### config.mk
export PLATFORM = sky130hd
export DESIGN_NAME = inv_job_shell
export DESIGN_NICKNAME = d
export VERILOG_FILES = /design/src/rtl/inv_job_shell.sv
export SDC_FILE = /design/constraint.sdc
export NUM_CORES = 1
export LEC_CHECK = 0
export CAP_MARGIN = 10
export CORE_AREA = 2 2 412 414
export CTS_CLUSTER_DIAMETER = 150
export DETAILED_ROUTE_END_ITERATION = 6
export DIE_AREA = 0 0 414 416
export PLACE_DENSITY_LB_ADDON = 0.2
export REMOVE_ABC_BUFFERS = 1
export SYNTH_ARGS = -nofsm -noshare
export SYNTH_HDL_FRONTEND = slang
export SYNTH_SLANG_ARGS = --single-unit
### constraint.sdc
create_clock -name clk -period 18.25 [get_ports clk]
set_input_delay 3.65 -clock clk [delete_from_list [all_inputs] [get_ports clk]]
set_output_delay 3.65 -clock clk [all_outputs]
set_load 0.05 [all_outputs]
### src/rtl/inv_job_shell.sv
// Request/response shell in front of the Montgomery-domain Fp inverter: queues jobs,
// launches them one at a time, filters zero operands and aborts a hung inverter.
`ifndef WORD_SIZE
`define WORD_SIZE 256
`endif

module inv_job_shell #(
  parameter int WORD    = `WORD_SIZE,
  parameter int TAG_W   = 4,
  parameter int DEPTH   = 4,
  parameter int MAX_CYC = 2048
) (
  input  logic             clk,
  input  logic             rst_n,
  input  logic             req_valid,
  output logic             req_ready,
  input  logic [WORD-1:0]  req_a,
  input  logic [TAG_W-1:0] req_tag,
  output logic             inv_start,
  output logic [WORD-1:0]  inv_a,
  output logic             inv_rst_n,
  input  logic [WORD-1:0]  inv_c,
  input  logic             inv_comp,
  output logic             rsp_valid,
  input  logic             rsp_ready,
  output logic [WORD-1:0]  rsp_c,
  output logic [TAG_W-1:0] rsp_tag,
  output logic             rsp_err,
  output logic             busy
);

  localparam int PTR_W = $clog2(DEPTH);
  localparam int CNT_W = $clog2(MAX_CYC) + 1;

  typedef logic [PTR_W-1:0] ptr_t;
  typedef logic [PTR_W:0]   fcnt_t;
  typedef logic [CNT_W-1:0] wcnt_t;

  localparam logic [2:0] S_IDLE   = 3'd0;
  localparam logic [2:0] S_LAUNCH = 3'd1;
  localparam logic [2:0] S_WAIT   = 3'd2;
  localparam logic [2:0] S_ABORT  = 3'd3;
  localparam logic [2:0] S_SETTLE = 3'd4;

  // ---------------------------------------------------------------- request FIFO
  logic [WORD-1:0]  fifo_a_q   [DEPTH];
  logic [TAG_W-1:0] fifo_tag_q [DEPTH];
  ptr_t             wr_ptr_q, rd_ptr_q;
  fcnt_t            count_q;
  logic             push, pop, fifo_empty;
  logic [WORD-1:0]  head_a;
  logic [TAG_W-1:0] head_tag;

  logic [2:0]       state_q, state_d;
  logic             rsp_valid_q;

  assign req_ready  = (count_q != fcnt_t'(DEPTH));
  assign fifo_empty = (count_q == '0);
  assign push       = req_valid && req_ready;
  // A job leaves the FIFO only when nothing is in flight or held at the response port.
  assign pop        = (state_q == S_IDLE) && !fifo_empty && !rsp_valid_q;
  assign head_a     = fifo_a_q[rd_ptr_q];
  assign head_tag   = fifo_tag_q[rd_ptr_q];

  // NOTE: storage array has no reset; contents are only read behind a valid count.
  always_ff @(posedge clk) begin
    if (push) begin
      fifo_a_q[wr_ptr_q]   <= req_a;
      fifo_tag_q[wr_ptr_q] <= req_tag;
    end
  end

  // NOTE: sequential state uses non-blocking assignments so all registers update together.
  always_ff @(posedge clk or negedge rst_n) begin
    if (!rst_n) begin
      wr_ptr_q <= '0;
      rd_ptr_q <= '0;
      count_q  <= '0;
    end else begin
      if (push) wr_ptr_q <= wr_ptr_q + ptr_t'(1);
      if (pop)  rd_ptr_q <= rd_ptr_q + ptr_t'(1);
      case ({push, pop})
        2'b10:   count_q <= count_q + fcnt_t'(1);
        2'b01:   count_q <= count_q - fcnt_t'(1);
        default: count_q <= count_q;
      endcase
    end
  end

  // ---------------------------------------------------------------- job FSM
  logic [WORD-1:0]  job_a_q, job_a_d;
  logic [TAG_W-1:0] job_tag_q, job_tag_d;
  wcnt_t            cnt_q, cnt_d;
  logic             abort_q;
  logic             rsp_load;
  logic [WORD-1:0]  rsp_c_n;
  logic [TAG_W-1:0] rsp_tag_n;
  logic             rsp_err_n;

  // NOTE: every combinational output gets a default first, so no path infers a latch.
  always_comb begin
    state_d   = state_q;
    job_a_d   = job_a_q;
    job_tag_d = job_tag_q;
    cnt_d     = cnt_q;
    rsp_load  = 1'b0;
    rsp_c_n   = '0;
    rsp_tag_n = job_tag_q;
    rsp_err_n = 1'b0;
    case (state_q)
      S_IDLE: begin
        if (pop) begin
          job_tag_d = head_tag;
          if (head_a == '0) begin
            // Zero has no inverse: answer immediately without touching the inverter.
            rsp_load  = 1'b1;
            rsp_tag_n = head_tag;
            rsp_err_n = 1'b1;
          end else begin
            job_a_d = head_a;
            state_d = S_LAUNCH;
          end
        end
      end
      S_LAUNCH: begin
        cnt_d   = '0;
        state_d = S_WAIT;
      end
      S_WAIT: begin
        if (inv_comp) begin
          rsp_load = 1'b1;
          rsp_c_n  = inv_c;
          state_d  = S_IDLE;
        end else begin
          cnt_d = cnt_q + wcnt_t'(1);
          if (cnt_d == wcnt_t'(MAX_CYC - 1)) state_d = S_ABORT;
        end
      end
      S_ABORT: begin
        rsp_load  = 1'b1;
        rsp_err_n = 1'b1;
        state_d   = S_SETTLE;
      end
      S_SETTLE: state_d = S_IDLE;
      default:  state_d = S_IDLE;
    endcase
  end

  always_ff @(posedge clk or negedge rst_n) begin
    if (!rst_n) begin
      state_q     <= S_IDLE;
      job_a_q     <= '0;
      job_tag_q   <= '0;
      cnt_q       <= '0;
      abort_q     <= 1'b0;
      rsp_valid_q <= 1'b0;
      rsp_c       <= '0;
      rsp_tag     <= '0;
      rsp_err     <= 1'b0;
    end else begin
      state_q   <= state_d;
      job_a_q   <= job_a_d;
      job_tag_q <= job_tag_d;
      cnt_q     <= cnt_d;
      abort_q   <= (state_d == S_ABORT);
      if (rsp_load) begin
        rsp_valid_q <= 1'b1;
        rsp_c       <= rsp_c_n;
        rsp_tag     <= rsp_tag_n;
        rsp_err     <= rsp_err_n;
      end else if (rsp_valid_q && rsp_ready) begin
        rsp_valid_q <= 1'b0;
      end
    end
  end

  assign rsp_valid = rsp_valid_q;
  assign inv_start = (state_q == S_LAUNCH);
  assign inv_a     = job_a_q;
  assign inv_rst_n = rst_n & ~abort_q;
  assign busy      = !fifo_empty || (state_q != S_IDLE) || rsp_valid_q;

endmodule

==> flow_metrics.tcl <==
set metrics [dict create \
    worstHoldPathCells 1 \
    rows 151 \
    wirelength_um 179000 \
    reg2reg_slack_ns 9.78 \
    place.gp.congestion 0.856 \
    cts_tree "yes" \
    yosysSeqAreaShare_pct 77.1 \
    tightest_slew_ns 1.16 \
    startpoint_type "input pin" \
    maxSlewViolCount 0 \
    routed.top_layer "met5" \
    crit_slowest_cell "clkdlybuf4s50_1" \
    r2r_end "inv_a[104]" \
    via_count 31201 \
    cts_max_path_buffers 3 \
    grt_antenna_before_repair 49 \
    clk_pin_slew_worst_paths_ns 0.06 \
    drt_iter0_markers 2155 \
    overflow 0 \
    timing.final.crit_share_pct 47.9 \
    crit_type "in2out" \
    synth_edf_count 1040 \
    leakage_nw 27.4 \
    wl_per_cell_um 28.9 \
    fin_hold_ws_ns 0.495 \
    hp-start "rsp_c[132]" \
    io_pins 1043 \
    nets 4359 \
    status "finished, final reports clean" \
    cts_setup_buffers 0 \
    final_layout_size_suffix_gt1_share_pct 21.1 \
    synth_top_cell_by_area "edfxtp_1" \
    grt.total_usage_pct 20.6 \
    htree_levels 4 \
    syn_area_sq_um 58200 \
    path_cells "buf_8, nor2b_1, clkdlybuf4s50_1" \
    path_max_fanout 29 \
    antenna_left 0 \
    post-synth-top-count-cell "edfxtp_1" \
    synthTopCellsByArea "edfxtp_1, dfrtp_1, mux4_2" \
    dp_hpwl_um 123000 \
    hold_violations 0 \
    cap_violations 0 \
    fin_cells 6203 \
    synthTopCellsByCount "edfxtp_1, dfrtp_1, mux2_2" \
    ys_async_sr_fraction_pct 34.4 \
    met3_length_um 12400 \
    cts_hold_buf 0 \
    finalClockSkew_ns 0.0372 \
    wl_met2_um 92200 \
    rsz0062_at_grt "no" \
    grt_pass1_vias 32556 \
    syn_inst 2724 \
    crit_arrival_ns 5.08 \
    root_buffer "clkbuf_16" \
    core_area_sq_um 168000 \
    yosys_warnings 0 \
    setup_viol 0 \
    fin_setup_tns_ns 0 \
    cpPeakStageDelay_ns 0.86 \
    die_area_sq_um 172000 \
    synth-main-ff-cell "edfxtp_1" \
    area_delta_synth_final_pct 31.6 \
    grt_max_degree 124 \
    relSlewSlack_pct 22.6 \
    hold_end "rsp_c[132]" \
    die_w_um 414 \
    io_buffers 1042 \
    vias_per_cell 5.03 \
    drc 0 \
    powerDensity_nw_per_um2 204 \
    cp-end-kind "output pin" \
    fin_crit_ns 8.73 \
    fmax_mhz 115 \
    avgSynthCellArea_sq_um 21.4 \
    reg2reg_depth 12 \
    wl_met1_um 68000 \
    irDropWorstVdd_v 0.000147 \
    ys_types 41 \
    first_pass_iters 5 \
    synth_top_area_share_pct 53.7 \
    postSynthRegisterBits 1585 \
    cts_resized 0 \
    cts.sink_count 1585 \
    insertion_delay_ns 0.81 \
    crit_required_ns 14.60 \
    dp_cells 5875 \
    hold_class "reg2reg" \
    die_height_um 416 \
    start_util_pct 34.6 \
    cts_made_buffers 171 \
    r2r-start "rd_ptr_q[1]" \
    grt_first_pass_wirelength_um 253000 \
]
[cell usage in the layout, fill, tap and decap left out, types with 19 or more instances in the layout]
master and count:
clkdlybuf4s50_1 1041, nand4_1 19, buf_4 31, clkbuf_1 49, mux2_2 268, dfrtp_1 543, mux4_2 260, edfxtp_1 1040
a22o_1 257, clkbuf_16 176, clkbuf_8 27, nand2_1 20, nor4_1 68, clkinv_2 29
[worst max-delay path, delay by kind of cell]
| family | cells | cell delay, ns |
|---|---|---|
| buffers and inverters | 2 | 1.10 |
| and+or+nand+nor | 1 | 0.26 |
[sequential cells by signal, summed over array words and instances (netlist names), 3 cells and up]
signal,cells
rsp_tag,4
cnt_q,12
fifo_a_q,1024
fifo_tag_q,16
job_tag_q,4
count_q,3
rsp_c,256
state_q,3
inv_a,256
[metal layers]
metal	vias to the layer above	GRT usage (%)
met4	54	7.53
met2	961	35.6
met1	16495	23.8
met3	305	6.77
li1	13386	-
met5	-	0
[stage by stage]
step	util [%]	area (sq um)	setup slack, ns	power (mW)
CTS	45.5	76600	9.48	15.9
global placement	42.2	70900	9.47	12.3
finish	45.6	76600	9.52	15.6
global route	45.5	76600	9.44	16.2
floorplan	-	57200	0.652	10.5
detailed placement	42.2	70900	9.48	12.3
[where the power goes]
part	internal, mW	switching [mW]	leakage (nW)
registers	4.97	0.511	16.3
clock network	2.02	1.44	2.77
logic	2.48	4.20	8.38
total	9.47	6.15	27.4
[worst max path at each step]
| stage | depth (start not counted) | start | to |
|---|---|---|---|
| 3_5_place_dp | 3 | rst_n | inv_rst_n |
| 6_report | 3 | rst_n | inv_rst_n |
| 2_1_floorplan | 7 | rd_ptr_q[0] | inv_a[0] |
| 4_1_cts | 3 | rst_n | inv_rst_n |
| 3_3_place_gp | 3 | rst_n | inv_rst_n |
| 5_1_grt | 3 | rst_n | inv_rst_n |
[cells by family (layout without fill, tap and decap cells)]
family	count (synthesis)	after routing	share of synthesized area (%)
AO/OA/AOI/OAI	280	280	4.11
buffers and inverters	160	1411	1.72
AND/OR/NAND/NOR	150	150	1.46
adder cells (fa/ha/maj)	8	8	0.185
other	0	10	0
flip-flops	1585	1585	77.1
XOR/XNOR	11	11	0.166
multiplexers	530	530	15.3
[final cells by class]
cell class	instances	area, sq um
multi-input cells	979	12400
clock inverters	66	692
repair buffers	1081	10800
well taps	2218	2780
diodes	10	25.0
fillers	14435	91600
clock buffers	252	4960
inverters	12	45.0
flip-flops and latches	1585	44900
(Power assumes the default switching activity.)
